[src/rtl/seg_scan_ctrl.sv]
// Time-multiplexed scan controller for a common-anode 7-segment display.
// Optional leading-zero blanking is enabled by defining SEG_SCAN_LZB_EN.
//
// state   | meaning
// --------+---------------------------------------------------------
// ST_DEAD | all anodes off, dead time between digit slots (or en=0)
// ST_ON   | anode idx driven low, nibble/dp_out show digit idx
module seg_scan_ctrl #(
  parameter int DIGITS      = 4,
  parameter int REFRESH_DIV = 50000,
  parameter int DEAD_CYC    = 100
) (
  input  logic                  clk,
  input  logic                  rst,
  input  logic                  en,
  input  logic                  load,
  input  logic [4*DIGITS-1:0]   din,
  input  logic [DIGITS-1:0]     dp_in,
  output logic [3:0]            nibble,
  output logic                  dp_out,
  output logic [DIGITS-1:0]     an,
  output logic                  frame_tick
);

  localparam int MAXC = (REFRESH_DIV > DEAD_CYC) ? REFRESH_DIV : DEAD_CYC;
  localparam int CW   = (MAXC > 1) ? $clog2(MAXC) : 1;
  localparam int IW   = (DIGITS > 1) ? $clog2(DIGITS) : 1;

  localparam logic [0:0] ST_DEAD = 1'b0;
  localparam logic [0:0] ST_ON   = 1'b1;

  localparam logic [CW-1:0] DEAD_LAST = CW'(DEAD_CYC - 1);
  localparam logic [CW-1:0] REFR_LAST = CW'(REFRESH_DIV - 1);
  localparam logic [IW-1:0] IDX_LAST  = IW'(DIGITS - 1);

  logic [0:0]          state;
  logic [CW-1:0]       cnt;
  logic [IW-1:0]       idx;
  logic [4*DIGITS-1:0] pend_val, act_val, act_val_nx;
  logic [DIGITS-1:0]   pend_dp, act_dp, act_dp_nx;
  logic [DIGITS-1:0]   an_on;
  logic                frame_start;
  logic                blank;

  // Active digits only change on the DEAD->ON edge that starts digit 0,
  // so a frame never mixes old and new values; a same-edge load bypasses pending.
  always_comb begin
    frame_start = en && (state == ST_DEAD) && (cnt == DEAD_LAST) && (idx == '0);
    act_val_nx  = act_val;
    act_dp_nx   = act_dp;
    if (frame_start) begin
      act_val_nx = load ? din   : pend_val;
      act_dp_nx  = load ? dp_in : pend_dp;
    end
    an_on = ~(DIGITS'(1) << idx);
  end

  always_comb begin
    blank = 1'b0;
`ifdef SEG_SCAN_LZB_EN
    begin
      logic upper_nz;
      upper_nz = 1'b0;
      for (int k = 0; k < DIGITS; k++) begin
        if ((IW'(k) >= idx) && (act_val_nx[4*k +: 4] != 4'h0))
          upper_nz = 1'b1;
      end
      blank = (idx != '0) && !upper_nz && !act_dp_nx[idx];
    end
`endif
  end

  always_ff @(posedge clk) begin
    if (rst) begin
      state      <= ST_DEAD;
      cnt        <= '0;
      idx        <= '0;
      pend_val   <= '0;
      pend_dp    <= '0;
      act_val    <= '0;
      act_dp     <= '0;
      an         <= '1;
      nibble     <= 4'h0;
      dp_out     <= 1'b0;
      frame_tick <= 1'b0;
    end else begin
      frame_tick <= 1'b0;
      if (load) begin
        pend_val <= din;
        pend_dp  <= dp_in;
      end
      if (!en) begin
        state <= ST_DEAD;
        cnt   <= '0;
        an    <= '1;
      end else if (state == ST_DEAD) begin
        if (cnt == DEAD_LAST) begin
          cnt        <= '0;
          state      <= ST_ON;
          act_val    <= act_val_nx;
          act_dp     <= act_dp_nx;
          an         <= blank ? '1 : an_on;
          nibble     <= act_val_nx[{idx, 2'b00} +: 4];
          dp_out     <= act_dp_nx[idx];
          frame_tick <= (idx == '0);
        end else begin
          cnt <= cnt + 1'b1;
          an  <= '1;
        end
      end else begin
        if (cnt == REFR_LAST) begin
          cnt   <= '0;
          idx   <= (idx == IDX_LAST) ? '0 : idx + 1'b1;
          state <= ST_DEAD;
          an    <= '1;
        end else begin
          cnt <= cnt + 1'b1;
        end
      end
    end
  end

endmodule

[config.mk]
export PLATFORM = sky130hd
export DESIGN_NAME = seg_scan_ctrl
export DESIGN_NICKNAME = d
export VERILOG_FILES = /design/src/rtl/seg_scan_ctrl.sv
export SDC_FILE = /design/constraint.sdc
export NUM_CORES = 1
export LEC_CHECK = 0
export ABC_AREA = 0
export BUFFER_PORTS_ARGS = -buffer_cell sky130_fd_sc_hd__buf_2
export CAP_MARGIN = 5
export CORE_MARGIN = 3
export CORE_UTILIZATION = 43
export DETAILED_ROUTE_END_ITERATION = 8
export GPL_ROUTABILITY_DRIVEN = 0
export PLACE_DENSITY = 0.67
export SYNTH_ARGS = -nofsm -noshare
export SYNTH_HDL_FRONTEND = slang
export SYNTH_SLANG_ARGS = --single-unit
[constraint.sdc]
create_clock -name clk -period 1.9 [get_ports clk]
set_input_delay 0.095 -clock clk [delete_from_list [all_inputs] [get_ports clk]]
set_output_delay 0.095 -clock clk [all_outputs]
set_load 0.1 [all_outputs]
==> results of run 1 <==
-- how the worst max path moves through the flow --
stage | end | cells after the start | startpoint
after floorplan | dp_out | 8 | idx[0]
after global placement | dp_out | 7 | cnt[0]
after detailed placement | dp_out | 7 | cnt[0]
after CTS | idx[0] | 8 | cnt[13]
after global routing | nibble[2] | 8 | cnt[10]
final | dp_out | 8 | cnt[10]
-- final cells by class --
class                      instances  area, um2  area share
multi-input combinational        235       1639      0.4184
sequential                        69       1390      0.3548
timing repair buffer              70      501.7      0.1281
clock buffer                      10      137.6     0.03513
clock inverter                     6      133.9     0.03417
tap                               77      96.34     0.02459
inverter                           5      18.77    0.004791
-- registers in the layout, summed over array words and instances (netlist names), 2 cells and up --
signal / cells
an: 4
cnt: 16
idx: 2
pend_dp: 4
act_val: 16
pend_val: 16
nibble: 4
act_dp: 4
-- routing by layer --
metal	up-vias	routed length, um
met3	14	194
met1	1101	3194
met2	41	2851
met4	0	159
li1	1246	-
met5	-	0
-- synth_stat cells, types with 5 or more instances --
library cell  number
dfxtp_1           69
or3_1              5
ha_1               5
nor2_1            60
o21ai_0            9
mux2i_1           38
and3_1             7
nand2_1           39
nand3_1           11
buf_2              9
a21oi_1            6
xor2_1             7
clkbuf_1           8
xnor2_1            6
a211oi_1          20
-- stage by stage --
stage                     cells  area, um2  setup WS [ps]    util
after floorplan             327       3013          27.02       -
after global placement      444       3401          19.33  0.5207
after detailed placement    444       3401         -43.11  0.5207
after CTS                   463       3710          9.147  0.5680
after global routing        472       3918         -111.4  0.5998
final                       472       3918         -16.24  0.5998
-- repair_timing --
item | 4_1_cts | 5_1_grt
gates resized for setup | 6 | 39
gates cloned | 0 | 1
hold endpoints to repair | 0 | 0
pin swaps | 5 | 14
setup endpoints to repair | 16 | 21
buffers inserted | 3 | 8
-- power groups by stage --
stage                     registers (mW)  logic [mW]  clock network, mW
final                               1.48       0.162               1.60
after global routing                1.48       0.182               1.69
after CTS                           1.48       0.151               1.62
after detailed placement            1.51       0.150                  0
after global placement              1.51       0.148                  0
after floorplan                     1.51      0.0944                  0
-- placed cells by master (no fill, tap or decap), types with 3 or more instances in the layout --
cell,n
nand2_1,38
or3_4,4
nor2_2,3
inv_1,4
dfxtp_1,64
buf_4,28
a21oi_2,3
buf_2,33
a21oi_1,3
a211oi_1,15
xor2_1,7
and3_1,7
nor2_1,55
o21ai_1,3
bufinv_16,4
ha_1,3
mux2i_1,37
nand3_1,9
clkbuf_8,10
xnor2_1,6
dfxtp_2,4
a211oi_2,5
o21ai_0,6
nor2_4,3
buf_6,5
-- kinds of logic after synthesis --
| family | count (synthesis) | share of synthesized area |
|---|---|---|
| flip-flops | 69 | 0.4615 |
| buffers and inverters | 23 | 0.03386 |
| XOR/XNOR | 13 | 0.03804 |
| AO/OA/AOI/OAI | 42 | 0.09866 |
| multiplexers | 39 | 0.1309 |
| adder cells (fa/ha/maj) | 5 | 0.02090 |
| AND/OR/NAND/NOR | 136 | 0.2161 |
-- tightest hold or removal path, delay by kind of cell --
| family | cells | cell delay [ps] |
|---|---|---|
| multiplexers | 1 | 80 |
| AND/OR/NAND/NOR | 1 | 80 |
| buffers and inverters | 1 | 80 |
==> out/summary.txt, run 1 <==
CTS
---------------------------------------------------------------------------------
Clock slew seen by the registers of the worst setup and hold paths          70 ps
Post-CTS Hold Buffers                                                           0
Clock latency on the worst-skew pair                                       350 ps
Clock sink count                                                               69
Root Buffer Master                                                       clkbuf_8
Clock tree from TritonCTS                                                   built
CTS H-tree lvls                                                                 3
Worst-case clock buffer depth                                                   2
Number of buffers added by the clock tree synthesis step                        9

GRT
---------------------------------------------------------------------------------
Met1 layer usage reported by global route                                  0.2257
GRT Util Overall                                                           0.1698
Largest net degree at the start of global routing                              22
Number of antenna violations at the first check in global routing               0
GRT overflow                                                                    0
First-pass GRT wire length                                               10450 um
Most congested layer reported by global routing                              met2
Global routing met2 resource utilization                                   0.2605
Via count of the first global-routing pass                                   2287
Met3 Usage GRT                                                            0.03410

ROUTE
---------------------------------------------------------------------------------
Number of routed nets with antenna violations                                   0
First-pass DRT Iterations                                                       4
Via/cell ratio                                                              5.089
Detailed router's first-iteration violation count                              86
Total routed wirelength                                                   6400 um
Average wire length per cell after detail routing                        13.56 um
Residual DRC                                                                    0
Total via count after detailed routing                                       2402

WORST SETUP PATH
---------------------------------------------------------------------------------
Capture point of the worst reg-to-reg path                                 dp_out
Startpoint Class                                                         register
Critical Path Most Common Cell                                              buf_4
Buffering stage count on the worst path with inverters included                 2
Crit Path Category                                                   register to register
Crit path arrival time                                                    2140 ps
Largest stage delay on the critical path                                   340 ps
Critical path peak fanout                                                       4
Cell class contributing the biggest share of worst-path delay        simple AND/OR/NAND/NOR gates
Required arrival time at the worst endpoint                               2130 ps
Reg2Reg Launch Point                                                      cnt[10]
Length in cells of the worst reg-to-reg path                                    8
Crit-path slowest cell                                                    dfxtp_2
Reg-to-reg setup timing slack                                              -20 ps
CP Capture Type                                                          register
Critical path, cell by cell                                          nor4_4 > buf_4 > nand4_4 > nor2_4 > buf_4 > mux2i_4 > o211a_1 > o31ai_2

PWR
---------------------------------------------------------------------------------
Max IR drop VDD                                                         0.4459 mV
Cell internal power dissipation                                          2.581 mW
Sw frac                                                                    0.2033
Clock network fraction of design power                                      0.494
Total power                                                              3.239 mW
Sequential power share                                                      0.456
Leakage                                                                  1.599 nW
Power density relative to cell area                                  826.9 nW/um2
Combinational share of power                                                0.050
Switching pwr                                                           0.6585 mW

LAYOUT
---------------------------------------------------------------------------------
Final-stage net count                                                         419
Fraction of final layout cells sized beyond drive strength 1               0.3139
Filler Cell Count                                                             571
Antenna diode count                                                             0
Synth-to-Final Area Change                                                 30.89%

STA
---------------------------------------------------------------------------------
Pins Over Slew Limit                                                            0
Final hold violation count                                                      0
Clock skew after layout                                                  5.754 ps
Slew at the pin with the worst max-slew slack                            495.7 ps
FMAX                                                                    521.9 MHz
Tmin final                                                                1916 ps
Number of failing setup endpoints in the final timing report                    3
Max-slew headroom at the worst pin                                         0.6718
Unrepaired setup endpoints after global routing                              true
Crit path setup slack, layout                                           -16.24 ps
Share of the clock period used by the worst path                            1.009
Worst slack on hold paths                                                23.72 ps
Setup TNS                                                               -20.20 ps

MIN PATH
---------------------------------------------------------------------------------
Endpoint of the worst hold-timing path                                 pend_dp[2]
Hold Path Origin                                                         dp_in[2]
Type of the worst min-delay path                                     input pin to register
Hold depth                                                                      3

FLOORPLANNING
---------------------------------------------------------------------------------
Die X-Extent                                                             89.43 um
Area of the core                                                         6531 um2
Num rows                                                                       29
Ports                                                                          34
Overall die area                                                         7997 um2
Die Height                                                               89.43 um
Initial core utilization                                                   0.4582

RUN STATUS
---------------------------------------------------------------------------------
Result of the run                                                    finished with violations
Violated checks                                                      setup timing

SYNTHESIS
---------------------------------------------------------------------------------
Nets in the synthesized netlist                                               356
Netlist Area Pre-Place                                                   2993 um2
Number of library cell types mapped by synthesis                               37
Top cells by area in the synthesized netlist                         dfxtp_1 46%, mux2i_1 13%, nor2_1 7.5%
Synth Area per Inst                                                     9.153 um2
Share of async-settable or async-resettable flops after synthesis               0
Seq/Total Area, Yosys                                                      0.4615
Post-synth EDFFs                                                                0
Most used flip-flop cell after synthesis                                  dfxtp_1
Flip-flop and latch count after synthesis                                      69
Post-Synthesis Cells                                                          327
Ys Warns                                                                        0
Cell accounting for the most synthesized area                             dfxtp_1
Post-synth top area share                                                  0.4615

FLOW RUN
---------------------------------------------------------------------------------
Number of violations of the max-capacitance limit                               0

PLACEMENT
---------------------------------------------------------------------------------
Detailed Place HPWL                                                       4227 um
Count of buffers from port buffering                                           33

Note: power is estimated with default switching activity, not from simulation.
==> run 2: changes to the inputs <==
--- a/config.mk
+++ b/config.mk
@@ -11,6 +11,6 @@
 export CORE_MARGIN = 3
-export CORE_UTILIZATION = 43
+export CORE_UTILIZATION = 39
 export DETAILED_ROUTE_END_ITERATION = 8
 export GPL_ROUTABILITY_DRIVEN = 0
-export PLACE_DENSITY = 0.67
+export PLACE_DENSITY = 0.62
 export SYNTH_ARGS = -nofsm -noshare
==> constraint.sdc (replaced) <==
create_clock -name clk -period 1.9 [get_ports clk]
set_input_delay 0.19 -clock clk [delete_from_list [all_inputs] [get_ports clk]]
set_output_delay 0.19 -clock clk [all_outputs]
set_load 0.1 [all_outputs]
==> out/summary.txt, run 2 (same netlist as run 1, synthesis figures left out) <==
RUN STATUS
---------------------------------------------------------------------------------
Result of the run                                                    finished, final reports clean   was finished with violations

WORST SETUP PATH
---------------------------------------------------------------------------------
Buffering stage count on the worst path with inverters included                 0   was 2
Critical path peak fanout                                                       4   unchanged
CP Capture Type                                                          register   unchanged
Crit path arrival time                                                    2130 ps   was 2140 ps
Required arrival time at the worst endpoint                               2160 ps   was 2130 ps
Crit-path slowest cell                                                      or3_4   was dfxtp_2
Crit Path Category                                                   register to register   unchanged
Cell class contributing the biggest share of worst-path delay        simple AND/OR/NAND/NOR gates   unchanged
Critical path, cell by cell                                          nor4_4 > nand4_4 > or3_4 > a21o_1 > o211a_1 > o31ai_2   was nor4_4 > buf_4 > nand4_4 > nor2_4 > buf_4 > mux2i_4 > o211a_1 > o31ai_2
Startpoint Class                                                         register   unchanged
Largest stage delay on the critical path                                   430 ps   was 340 ps

FLOW RUN
---------------------------------------------------------------------------------
Number of violations of the max-capacitance limit                               0   unchanged

ROUTE
---------------------------------------------------------------------------------
Via/cell ratio                                                              4.924   was 5.089
Total routed wirelength                                                   6334 um   was 6400 um
First-pass DRT Iterations                                                       4   unchanged
Residual DRC                                                                    0   unchanged
Average wire length per cell after detail routing                        12.98 um   was 13.56 um
Total via count after detailed routing                                       2403   was 2402
Number of routed nets with antenna violations                                   0   unchanged
Detailed router's first-iteration violation count                              68   was 86

PLACEMENT
---------------------------------------------------------------------------------
Count of buffers from port buffering                                           33   unchanged
Detailed Place HPWL                                                       4442 um   was 4227 um
Pre-CTS WS                                                              -20.32 ps   was -43.11 ps
Cells after DPL                                                               470   was 444

LAYOUT
---------------------------------------------------------------------------------
Most frequent cells in the layout                                    67 x dfxtp_1, 60 x nor2_1, 38 x nand2_1   was 64 x dfxtp_1, 55 x nor2_1, 38 x nand2_1
Final-stage net count                                                         413   was 419
Final core utilization                                                     0.5088   was 0.5998
Non-Filler Instances                                                          488   was 472
Largest registers ranked by flip-flop count                          act_val x16, cnt x16, pend_val x16   unchanged
Antenna diode count                                                             0   unchanged
Synth-to-Final Area Change                                                 24.62%   was 30.89%
Leading cell type in the layout, fill and taps excluded                   dfxtp_1   unchanged
Fraction of final layout cells sized beyond drive strength 1               0.2596   was 0.3139

GRT
---------------------------------------------------------------------------------
GRT overflow                                                                    0   unchanged
Number of antenna violations at the first check in global routing               0   unchanged
First-pass GRT wire length                                               10350 um   was 10450 um
Via count of the first global-routing pass                                   2293   was 2287
Largest net degree at the start of global routing                              30   was 22
GRT Util Overall                                                           0.1499   was 0.1698

FLOORPLANNING
---------------------------------------------------------------------------------
Num rows                                                                       31   was 29
Die X-Extent                                                             93.60 um   was 89.43 um
Die Height                                                               93.60 um   was 89.43 um
Area of the core                                                         7331 um2   was 6531 um2
Overall die area                                                         8761 um2   was 7997 um2
Ports                                                                          34   unchanged
Initial core utilization                                                   0.4083   was 0.4582

STA
---------------------------------------------------------------------------------
Crit path setup slack, layout                                            27.62 ps   was -16.24 ps
Setup TNS                                                                    0 ps   was -20.20 ps
FMAX                                                                    534.1 MHz   was 521.9 MHz
Unrepaired setup endpoints after global routing                              true   unchanged
Number of failing setup endpoints in the final timing report                    0   was 3
Max-slew headroom at the worst pin                                         0.6766   was 0.6718
Slew at the pin with the worst max-slew slack                            488.5 ps   was 495.7 ps
Pins Over Slew Limit                                                            0   unchanged
Share of the clock period used by the worst path                           0.9855   was 1.009
Clock skew after layout                                                  14.27 ps   was 5.754 ps
Final hold violation count                                                      0   unchanged
Tmin final                                                                1872 ps   was 1916 ps

PWR
---------------------------------------------------------------------------------
Total power                                                              2.828 mW   was 3.239 mW
Leakage                                                                  1.517 nW   was 1.599 nW
Combinational share of power                                                0.054   was 0.050
Switching pwr                                                           0.6521 mW   was 0.6585 mW
Sequential power share                                                      0.523   was 0.456
Max IR drop VDD                                                         0.5195 mV   was 0.4459 mV
Power density relative to cell area                                  758.1 nW/um2   was 826.9 nW/um2
Clock network fraction of design power                                      0.423   was 0.494
Cell internal power dissipation                                          2.176 mW   was 2.581 mW
Sw frac                                                                    0.2306   was 0.2033

CTS
---------------------------------------------------------------------------------
CTS H-tree lvls                                                                 3   unchanged
Clock latency on the worst-skew pair                                       340 ps   was 350 ps
Clock sink count                                                               69   unchanged
Number of buffers added by the clock tree synthesis step                        9   unchanged
Worst-case clock buffer depth                                                   2   unchanged
Clock slew seen by the registers of the worst setup and hold paths          80 ps   was 70 ps
Clock tree from TritonCTS                                                   built   unchanged
Root Buffer Master                                                       clkbuf_8   unchanged

MIN PATH
---------------------------------------------------------------------------------
Type of the worst min-delay path                                     input pin to register   unchanged

==> run 2: cell count changes in the layout (fill, tap and decap cells not counted), sizes merged <==
cell      change
clkinvlp      +1
bufinv        -3
clkinv        +1
inv           +1
buf           -6
==> run 2: worst paths after layout <==
check | startpoint | end | slack [ps] | cells past startpoint
setup reg to reg | cnt[11] | dp_out | 30 | 6
setup / recovery | cnt[11] | dp_out | 30 | 6
hold reg to reg | cnt[0] | cnt[0] | 410 | 1
hold / removal | dp_in[2] | pend_dp[2] | 120 | 3
==> run 2: repair_timing <==
item | CTS | global route
endpoints found under the setup margin | 2 | 27
pin swaps | 0 | 4
gates resized for setup | 2 | 13
hold buffers | 0 | 0
buffers inserted | 0 | 2
==> run 2: layer usage <==
layer,share of wire,vias up,global-route usage
met2,0.49,40,0.2513
met4,0.011,0,0.03249
met5,0,-,0
met1,0.46,1119,0.1837
li1,-,1236,-
met3,0.040,8,0.05551
==> run 2: tightest hold or removal path: cells and delay by family <==
kind	cells	cell delay [ps]
multiplexers	1	70
buffers and inverters	1	80
AND/OR/NAND/NOR	1	90
==> run 2: layout make-up <==
cell class,instances,area (um2)
clock buffers,10,137.6
clock inverters,6,61.31
fillers,718,3601
inverters,5,18.77
multi-input cells,235,1575
flip-flops and latches,69,1386
well taps,99,123.9
repair buffers,64,426.7
==> run 2: stage by stage <==
step / hold slack, ps / instance area [um2]
detailed placement: 434.0 / 3458
CTS: 107.1 / 3665
finish: 121.4 / 3730
global placement: 423.4 / 3458
global route: 138.5 / 3730
floorplan: 348.5 / 3013
==> run 2: power by group through the flow <==
stage / sequential [mW] / clock (mW) / combinational, mW
2_1_floorplan: 1.51 / 0 / 0.0944
3_3_place_gp: 1.51 / 0 / 0.152
3_5_place_dp: 1.51 / 0 / 0.153
4_1_cts: 1.48 / 1.24 / 0.154
5_1_grt: 1.48 / 1.30 / 0.172
6_report: 1.48 / 1.20 / 0.152
==> run 3: changes to the inputs <==
- ABC_AREA: 0 -> 1
- CTS_CLUSTER_SIZE: default -> 25
- PLACE_DENSITY: 0.62 -> 0.6
- clock period: 1.9 -> 1.96 ns (I/O delays scaled with it)
==> out/summary.txt, run 3 <==
STA
---------------------------------------------------------------------------------
FMAX                                                                    579.7 MHz   was 534.1 MHz
Pins Over Slew Limit                                                            0   unchanged
Setup TNS                                                                    0 ps   unchanged
Max-slew headroom at the worst pin                                         0.6730   was 0.6766
Final hold violation count                                                      0   unchanged
Number of failing setup endpoints in the final timing report                    0   unchanged
Crit path setup slack, layout                                            235.0 ps   was 27.62 ps
Share of the clock period used by the worst path                           0.8801   was 0.9855
Clock skew after layout                                                  9.209 ps   was 14.27 ps
Slew at the pin with the worst max-slew slack                            490.6 ps   was 488.5 ps
Unrepaired setup endpoints after global routing                             false   was true
Tmin final                                                                1725 ps   was 1872 ps

ROUTE
---------------------------------------------------------------------------------
Residual DRC                                                                    0   unchanged
Total via count after detailed routing                                       2874   was 2403
First-pass DRT Iterations                                                       4   unchanged
Via/cell ratio                                                              4.913   was 4.924
Total routed wirelength                                                   7143 um   was 6334 um
Detailed router's first-iteration violation count                             128   was 68
Average wire length per cell after detail routing                        12.21 um   was 12.98 um
Number of routed nets with antenna violations                                   0   unchanged

GRT
---------------------------------------------------------------------------------
Largest net degree at the start of global routing                              44   was 30
First-pass GRT wire length                                               12600 um   was 10350 um
Number of antenna violations at the first check in global routing               0   unchanged
GRT overflow                                                                    0   unchanged
GRT Util Overall                                                           0.1589   was 0.1499
Via count of the first global-routing pass                                   2820   was 2293

FLOORPLANNING
---------------------------------------------------------------------------------
Ports                                                                          34   unchanged
Initial core utilization                                                   0.4132   was 0.4083
Area of the core                                                         7928 um2   was 7331 um2
Num rows                                                                       32   was 31
Die X-Extent                                                             97.65 um   was 93.60 um
Die Height                                                               97.65 um   was 93.60 um
Overall die area                                                         9535 um2   was 8761 um2

LAYOUT
---------------------------------------------------------------------------------
Largest registers ranked by flip-flop count                          act_val x16, cnt x16, pend_val x16   unchanged
Leading cell type in the layout, fill and taps excluded                   nand2_1   was dfxtp_1
Fraction of final layout cells sized beyond drive strength 1               0.1698   was 0.2596
Synth-to-Final Area Change                                                 16.04%   was 24.62%
Antenna diode count                                                             0   unchanged
Most frequent cells in the layout                                    72 x nand2_1, 69 x dfxtp_1, 67 x inv_1   was 67 x dfxtp_1, 60 x nor2_1, 38 x nand2_1
Filler Cell Count                                                             835   was 718
Final-stage net count                                                         507   was 413

SYNTHESIS
---------------------------------------------------------------------------------
Top cells by area in the synthesized netlist                         dfxtp_1 42%, nand2_1 8.4%, inv_1 7.7%   was dfxtp_1 46%, mux2i_1 13%, nor2_1 7.5%
Netlist Area Pre-Place                                                   3276 um2   was 2993 um2
Nets in the synthesized netlist                                               470   was 356
Seq/Total Area, Yosys                                                      0.4217   was 0.4615
Share of async-settable or async-resettable flops after synthesis               0   unchanged
Most repeated cell in the gate-level netlist after synthesis              nand2_1   was dfxtp_1
Ys Warns                                                                        0   unchanged
Cell accounting for the most synthesized area                             dfxtp_1   unchanged
Post-synth top area share                                                  0.4217   was 0.4615
Most used flip-flop cell after synthesis                                  dfxtp_1   unchanged
Post-Synthesis Cells                                                          441   was 327
Number of library cell types mapped by synthesis                               34   was 37
Top cells by instance count after synthesis                          73 x nand2_1, 69 x dfxtp_1, 67 x inv_1   was 69 x dfxtp_1, 60 x nor2_1, 39 x nand2_1
Synth Area per Inst                                                     7.428 um2   was 9.153 um2
Post-synth EDFFs                                                                0   unchanged
Flip-flop and latch count after synthesis                                      69   unchanged

WORST SETUP PATH
---------------------------------------------------------------------------------
Crit path arrival time                                                    1960 ps   was 2130 ps
Reg2Reg Launch Point                                                       cnt[0]   was cnt[11]
Reg-to-reg setup timing slack                                              230 ps   was 30 ps
CP startpoint                                                              cnt[0]   was cnt[11]
Startpoint Class                                                         register   unchanged
Crit Path Category                                                   register to register   unchanged
End point of the critical path                                          nibble[1]   was dp_out
Capture point of the worst reg-to-reg path                              nibble[1]   was dp_out
Critical path peak fanout                                                      21   was 4
Required arrival time at the worst endpoint                               2190 ps   was 2160 ps
Length in cells of the worst reg-to-reg path                                   11   was 6
CP Capture Type                                                          register   unchanged

PWR
---------------------------------------------------------------------------------
Leakage                                                                  1.685 nW   was 1.517 nW
Total power                                                              2.900 mW   was 2.828 mW
Max IR drop VDD                                                         0.4312 mV   was 0.5195 mV
Power density relative to cell area                                  762.9 nW/um2   was 758.1 nW/um2

CTS
---------------------------------------------------------------------------------
Root Buffer Master                                                       clkbuf_8   unchanged
Number of buffers added by the clock tree synthesis step                        9   unchanged
Clock latency on the worst-skew pair                                       340 ps   about the same
Number of buffers inserted by post-CTS setup repair                             0   unchanged
Clock sink count                                                               69   unchanged
CTS H-tree lvls                                                                 3   unchanged
Clock slew seen by the registers of the worst setup and hold paths          60 ps   was 80 ps
Clock tree from TritonCTS                                                   built   unchanged
Worst-case clock buffer depth                                                   2   unchanged

PLACEMENT
---------------------------------------------------------------------------------
Pre-CTS WS                                                               222.0 ps   was -20.32 ps
Count of buffers from port buffering                                           33   unchanged
Detailed Place HPWL                                                       4989 um   was 4442 um

RUN STATUS
---------------------------------------------------------------------------------
Result of the run                                                    finished, final reports clean   unchanged

MIN PATH
---------------------------------------------------------------------------------
Type of the worst min-delay path                                     input pin to register   unchanged

FLOW RUN
---------------------------------------------------------------------------------
Number of violations of the max-capacitance limit                               0   unchanged

-- run 3: layer usage --
| metal | part of all wire | vias to the layer above | track usage |
|---|---|---|---|
| met5 | 0 | - | 0 |
| met4 | 0.0094 | 0 | 0.04366 |
| met3 | 0.036 | 8 | 0.04953 |
| met2 | 0.46 | 49 | 0.2620 |
| met1 | 0.50 | 1302 | 0.2001 |
| li1 | - | 1515 | - |
-- run 3: worst min path at each step --
stage / from / to / slack (ps) / cells past startpoint
2_1_floorplan: dp_in[0] / pend_dp[0] / 350 / 2
3_3_place_gp: cnt[0] / cnt[0] / 420 / 1
3_5_place_dp: cnt[0] / cnt[0] / 440 / 1
4_1_cts: dp_in[0] / pend_dp[0] / 120 / 3
5_1_grt: dp_in[2] / pend_dp[2] / 160 / 3
6_report: dp_in[0] / pend_dp[0] / 130 / 3
-- run 3: critical path, stage by stage (launching register included) --
cell and delay, ps:
dfxtp_1 350, ha_1 230, nand3_1 120, nor2_1 140, nand4_1 140, buf_12 190, nand2_1 80, nand3_1 80
nand3_1 100, nand3_1 90, nand2_1 70, inv_1 30
-- run 3: kinds of logic after synthesis --
logic type      share of synthesized area
compound gates                     0.1180
mux                              0.006112
buf+inv                            0.1207
xor+xnor                          0.01604
fa+ha+maj                         0.01910
flops                              0.4217
simple gates                       0.2983
-- run 3: power by group --
group	switching [mW]	internal (mW)
clock network	0.517	0.783
registers	0.00827	1.43
logic	0.0954	0.0659
total	0.620	2.28
-- run 3: what timing repair did --
action	in CTS	in global routing
hold buffers	0	0
setup endpoints to repair	0	1
resized for setup	0	2
-- run 3: final cells by class --
class | instances | area (um2) | share of cell area
clock buffers | 12 | 155.1 | 0.04082
multi-input cells | 281 | 1501 | 0.3950
flip-flops and latches | 69 | 1381 | 0.3634
repair buffers | 45 | 292.8 | 0.07702
clock inverters | 4 | 70.07 | 0.01843
well taps | 102 | 127.6 | 0.03357
inverters | 72 | 272.8 | 0.07176
-- run 3: through the flow --
step | hold slack, ps | cells | utilization | instance area (um2)
global placement | 424.5 | 569 | 0.4504 | 3571
CTS | 117.4 | 585 | 0.4789 | 3796
finish | 130.7 | 585 | 0.4795 | 3801
floorplan | 354.7 | 441 | - | 3276
detailed placement | 438.3 | 569 | 0.4504 | 3571
global route | 157.2 | 585 | 0.4795 | 3801
